**config.mk**
```make
export PLATFORM = sky130hd
export DESIGN_NAME = mem_load_store_unit
export DESIGN_NICKNAME = d
export VERILOG_FILES = /design/src/rtl/mem_load_store_unit.sv
export SDC_FILE = /design/constraint.sdc
export NUM_CORES = 1
export LEC_CHECK = 0
export CORE_MARGIN = 2
export CORE_UTILIZATION = 35
export DETAILED_ROUTE_END_ITERATION = 10
export GPL_TIMING_DRIVEN = 0
export HOLD_SLACK_MARGIN = 0.02
export PLACE_DENSITY_LB_ADDON = 0.12
export SETUP_SLACK_MARGIN = 0.02
export SYNTH_ARGS = -nofsm -noshare
export SYNTH_HDL_FRONTEND = slang
export SYNTH_SLANG_ARGS = --single-unit
```
**constraint.sdc**
```tcl
create_clock -name clk -period 2.6 [get_ports clk]
set_input_delay 0.52 -clock clk [delete_from_list [all_inputs] [get_ports clk]]
set_output_delay 0.52 -clock clk [all_outputs]
set_load 0.02 [all_outputs]
```
**src/rtl/mem_load_store_unit.sv**
```systemverilog
// Byte-serial load/store unit: splits 32-bit word accesses into four byte
// transfers on an 8-bit memory port. Optional alignment trap: LSU_ALIGN_CHECK_EN.
module mem_load_store_unit #(
   parameter int ADDR_W = 10
) (
   input  logic              clk,
   input  logic              rst_n,
   input  logic [31:0]       in_EXE_MEM_Mem_Address,
   input  logic [31:0]       in_EXE_MEM_Write_Data,
   input  logic              in_EXE_MEM_Store_Byte,
   input  logic              in_EXE_MEM_Mem_Write,
   input  logic              in_EXE_MEM_Mem_Read,
   output logic              out_LSU_Stall,
   output logic              out_LSU_Done,
   output logic [31:0]       out_LSU_Read_Data,
`ifdef LSU_ALIGN_CHECK_EN
   output logic              out_LSU_Misaligned,
`endif
   output logic [ADDR_W-1:0] out_Mem_Addr,
   output logic [7:0]        out_Mem_Wr_Data,
   output logic              out_Mem_We,
   output logic              out_Mem_Re,
   input  logic [7:0]        in_Mem_Rd_Data
);

   // state | meaning
   // IDLE  | waiting for a request; request is latched here
   // WRITE | drive one byte per cycle with We (1 or 4 cycles)
   // READ  | issue Re for bytes 0..3; byte k-1 arrives while k is issued
   // DRAIN | capture the last byte and publish the assembled word
   // DONE  | one-cycle completion pulse, stall released
   typedef enum logic [2:0] {IDLE, WRITE, READ, DRAIN, DONE} state_t;

   state_t             state_q, state_d;
   logic [1:0]         k_q, k_d;
   logic [ADDR_W-1:0]  addr_q, addr_d;
   logic [31:0]        data_q, data_d;
   logic [23:0]        asm_q, asm_d;
   logic [31:0]        rdata_q, rdata_d;
   logic               sbyte_q, sbyte_d;
   logic               mis_q, mis_d;
   logic               req;
   logic               we, re, done;
   logic               unused_addr_hi;

   assign req            = in_EXE_MEM_Mem_Write | in_EXE_MEM_Mem_Read;
   assign unused_addr_hi = ^in_EXE_MEM_Mem_Address[31:ADDR_W];

   always_comb begin
      state_d = state_q;
      k_d     = k_q;
      addr_d  = addr_q;
      data_d  = data_q;
      asm_d   = asm_q;
      rdata_d = rdata_q;
      sbyte_d = sbyte_q;
      mis_d   = mis_q;
      we      = 1'b0;
      re      = 1'b0;
      done    = 1'b0;
      case (state_q)
         IDLE: begin
            if (req) begin
               addr_d  = in_EXE_MEM_Mem_Address[ADDR_W-1:0];
               data_d  = in_EXE_MEM_Write_Data;
               sbyte_d = in_EXE_MEM_Mem_Write & in_EXE_MEM_Store_Byte;
               k_d     = 2'd0;
`ifdef LSU_ALIGN_CHECK_EN
               mis_d   = !sbyte_d && (in_EXE_MEM_Mem_Address[1:0] != 2'b00);
`else
               mis_d   = 1'b0;
`endif
               state_d = in_EXE_MEM_Mem_Write ? WRITE : READ;
            end
         end
         WRITE: begin
            we  = !mis_q;
            k_d = k_q + 2'd1;
            if (mis_q || sbyte_q || k_q == 2'd3) begin
               k_d     = 2'd0;
               state_d = DONE;
            end
         end
         READ: begin
            re  = !mis_q;
            k_d = k_q + 2'd1;
            case (k_q)
               2'd1:    asm_d[7:0]   = in_Mem_Rd_Data;
               2'd2:    asm_d[15:8]  = in_Mem_Rd_Data;
               2'd3:    asm_d[23:16] = in_Mem_Rd_Data;
               default: ;
            endcase
            if (mis_q) begin
               k_d     = 2'd0;
               state_d = DONE;
            end else if (k_q == 2'd3) begin
               state_d = DRAIN;
            end
         end
         DRAIN: begin
            rdata_d = {in_Mem_Rd_Data, asm_q};
            state_d = DONE;
         end
         DONE: begin
            done    = 1'b1;
            state_d = IDLE;
         end
         default: state_d = IDLE;
      endcase
   end

   always_ff @(posedge clk or negedge rst_n) begin
      if (!rst_n) begin
         state_q <= IDLE;
         k_q     <= 2'd0;
         addr_q  <= '0;
         data_q  <= '0;
         asm_q   <= '0;
         rdata_q <= '0;
         sbyte_q <= 1'b0;
         mis_q   <= 1'b0;
      end else begin
         state_q <= state_d;
         k_q     <= k_d;
         addr_q  <= addr_d;
         data_q  <= data_d;
         asm_q   <= asm_d;
         rdata_q <= rdata_d;
         sbyte_q <= sbyte_d;
         mis_q   <= mis_d;
      end
   end

   assign out_LSU_Stall     = (state_q != IDLE && state_q != DONE) || (state_q == IDLE && req);
   assign out_LSU_Done      = done;
   assign out_LSU_Read_Data = rdata_q;
   assign out_Mem_Addr      = addr_q + ADDR_W'(k_q);
   assign out_Mem_Wr_Data   = we ? data_q[{k_q, 3'b000} +: 8] : 8'h00;
   assign out_Mem_We        = we;
   assign out_Mem_Re        = re;
`ifdef LSU_ALIGN_CHECK_EN
   assign out_LSU_Misaligned = done & mis_q;
`endif

endmodule

```
==> flow_metrics.env <==
export IMPL_fmax_mhz=400
export IMPL_gp_congestion=0.746
export IMPL_synth_seq_cells=104
export IMPL_fp_dieArea_mm2=0.0138
export IMPL_grt_start_max_net_pins=69
export IMPL_holdWs_ps=131
export IMPL_num_antenna_cells=0
export IMPL_syn_nets=377
export IMPL_synth_warnings=0
export IMPL_hold_path_class="in -> async"
export IMPL_wl_per_cell_um=15.6
export IMPL_report_final_hold_viol_count=0
export IMPL_dpl_cell_count=575
export IMPL_cts_buffers=9
export IMPL_cts_sinks=104
export IMPL_overflow=0
export IMPL_final_common_cell="dfrtp_1"
export IMPL_cp_max_fo=5
export IMPL_slew_viol_final=0
export IMPL_synth_area_mm2=0.00449
export IMPL_row_count=41
export IMPL_busiest_layer="met2"
export IMPL_worstSetupStartpointType="register"
export IMPL_skew_ps=7.23
export IMPL_die_w_um=117
export IMPL_syn_to_final_growth_pct=37.4
export IMPL_grt_pass1_vias=2853
export IMPL_layout_min_cycle_time_ps=2500
export IMPL_dr_pass1_iters=4
export IMPL_crit_type="reg -> out"
export IMPL_synth_seq_area_share_pct=57.9
export IMPL_layout_common_cells="103 x dfrtp_1, 95 x mux2_2, 87 x clkdlybuf4s50_1"
export IMPL_crit_required_ps=2080
export IMPL_maxCapViolations=0
export IMPL_grt_met2_usage_pct=24.1
export IMPL_io_buffers=108
export IMPL_final_setup_viol_count=0
export IMPL_cts_root_buf="clkbuf_16"
export IMPL_slew_headroom_pct=65.5
export IMPL_met3_usage_pct=6.64
export IMPL_p_per_area_mw_per_mm2=1250
export IMPL_worst_slew_pin_slew_ps=510
export IMPL_via_count=2762
export IMPL_num_io_pins=131
export IMPL_clkSlewWorstSetupHoldPaths_ps=70
export IMPL_layout_drive_gt1_share_pct=36.4
export IMPL_status="complete, no violations"
export IMPL_grt_pass1_wl_mm=14.8
export IMPL_fin_cells=592
export IMPL_critical_path_arrival_ps=1980
export IMPL_synth_cells=294
export IMPL_drc_errors=0
export IMPL_grt_usage_pct=14.7
export IMPL_ant_nets=0
export IMPL_ys_types=35
export IMPL_dp_hpwl_mm=6.50
export IMPL_antenna_found_initial=0
export IMPL_p_leak_nw=2.71
export IMPL_insertion_delay_ps=350
export IMPL_period_share_pct=96.2
export IMPL_clock_path_buffers=2
export IMPL_first_iter_violations=95
export IMPL_rsz0062_at_grt="true"
export IMPL_ctsHoldBuffers=0
export IMPL_peakVddDrop_v=0.000706
export IMPL_die_h_um=117
export IMPL_vias_per_cell=4.67
export IMPL_syn_avg_cell_area_um2=15.3
export IMPL_cts_tree="yes"
export IMPL_core_area_mm2=0.0126
export IMPL_start_util_pct=35.7
export IMPL_cp_end_kind="primary output"
export IMPL_routed_wl_mm=9.24
export IMPL_htree_levels=3
export IMPL_nets=499
export IMPL_use_met1_pct=17.4
## path summary, 6_finish.rpt
check | from | endpoint | slack, ps | depth (start not counted)
min in group clk | asm_q[15]$_DFFE_PN0P_ | out_LSU_Read_Data[15]$_DFFE_PN0N_ | 500 | 1
worst max-delay path | k_q[1]$_DFFE_PN0P_ | out_Mem_Addr[9] | 100 | 5
worst max register to register | state_q[2]$_DFFE_PN0P_ | data_q[27]$_DFFE_PN0P_ | 770 | 6
max in group asynchronous | rst_n | k_q[1]$_DFFE_PN0P_ | 1750 | 2
worst min register to register | asm_q[15]$_DFFE_PN0P_ | out_LSU_Read_Data[15]$_DFFE_PN0N_ | 500 | 1
worst min-delay path | rst_n | out_LSU_Read_Data[12]$_DFFE_PN0N_ | 130 | 1
## synth_stat cells, drive strengths merged
cell	instances	area [um^2]
nor2b	9	56.3
xor2	6	52.6
dfrtp	104	2600
or3	1	6.26
nand2	1	3.75
o21ai	1	5.00
xnor2	2	17.5
fa	1	20.0
nor4b	1	8.76
o211ai	1	7.51
o21ba	1	10.0
mux4	8	180
mux2	98	1100
clkbuf	2	7.51
and3	6	37.5
nand4b	1	8.76
mux2i	2	20.0
buf	15	106
or3b	1	8.76
a21oi	3	15.0
nand2b	1	6.26
ha	5	62.6
nor2	5	18.8
and2	2	12.5
nor3	3	15.0
inv	5	18.8
nor4	1	21.3
nand3b	1	7.51
or4	1	7.51
nor3b	2	15.0
nor4bb	1	10.0
nand3	2	10.0
o32ai	1	8.76
## timing repair
item | 4_1_cts | 5_1_grt
pin swaps | 2 | 1
endpoints found under the setup margin | 19 | 6
setup buffers | 3 | 0
gates resized for setup | 42 | 4
## area by class of cell
cell class,count,area [um^2]
fillers,1153,6400
flip-flops and latches,104,2600
multi-input cells,168,1780
repair buffers,112,1100
clock buffers,9,225
well taps,172,215
plain buffers,16,120
clock inverters,6,109
inverters,5,18.8
## metrics by stage
step	power, mW	worst slack (ps)	TNS (ps)	utilization, %	area, um^2
floorplan	5.00	369	0	-	4490
global placement	6.28	-3070	-319060	46.1	5790
detailed placement	6.35	-622	-992	46.3	5810
CTS	7.85	29.2	0	49.1	6170
global route	8.24	-24.9	-24.9	49.1	6170
finish	7.72	97.6	0	49.1	6170
## report_power, final
group          switching [mW]  leakage [nW]  total [mW]  internal [mW]
combinational            1.50          1.26        3.42           1.92
clock                   0.585         0.165        1.52          0.933
sequential              0.411          1.28        2.79           2.38
## metal layers
layer,vias to the layer above,share of wire (%)
met2,78,49
met3,12,8.1
met4,0,1.5
li1,1289,-
met5,-,0
met1,1383,41
## kinds of logic (layout without fill, tap and decap cells)
kind of cell	Yosys count	after routing	synth area share (%)
multiplexers	108	108	29.0
AO/OA/AOI/OAI	7	7	1.03
adder cells (fa/ha/maj)	6	6	1.84
flip-flops	104	104	57.9
AND/OR/NAND/NOR	39	39	5.65
XOR/XNOR	8	8	1.56
buffers and inverters	22	148	2.95
## sequential cells by signal, indices dropped and copies added (netlist names)
register,count
out_LSU_Read_Data,32
state_q,3
asm_q,24
addr_q,10
data_q,32
k_q,2
sbyte_q,1
## critical path, cell delays in order, from the launching register on
cell	delay [ps]
dfrtp_2	450
ha_1	310
a21oi_2	90
nor4bb_2	320
xor2_1	190
clkdlybuf4s15_2	280
No activity file was read; power rests on OpenSTA's default activity.
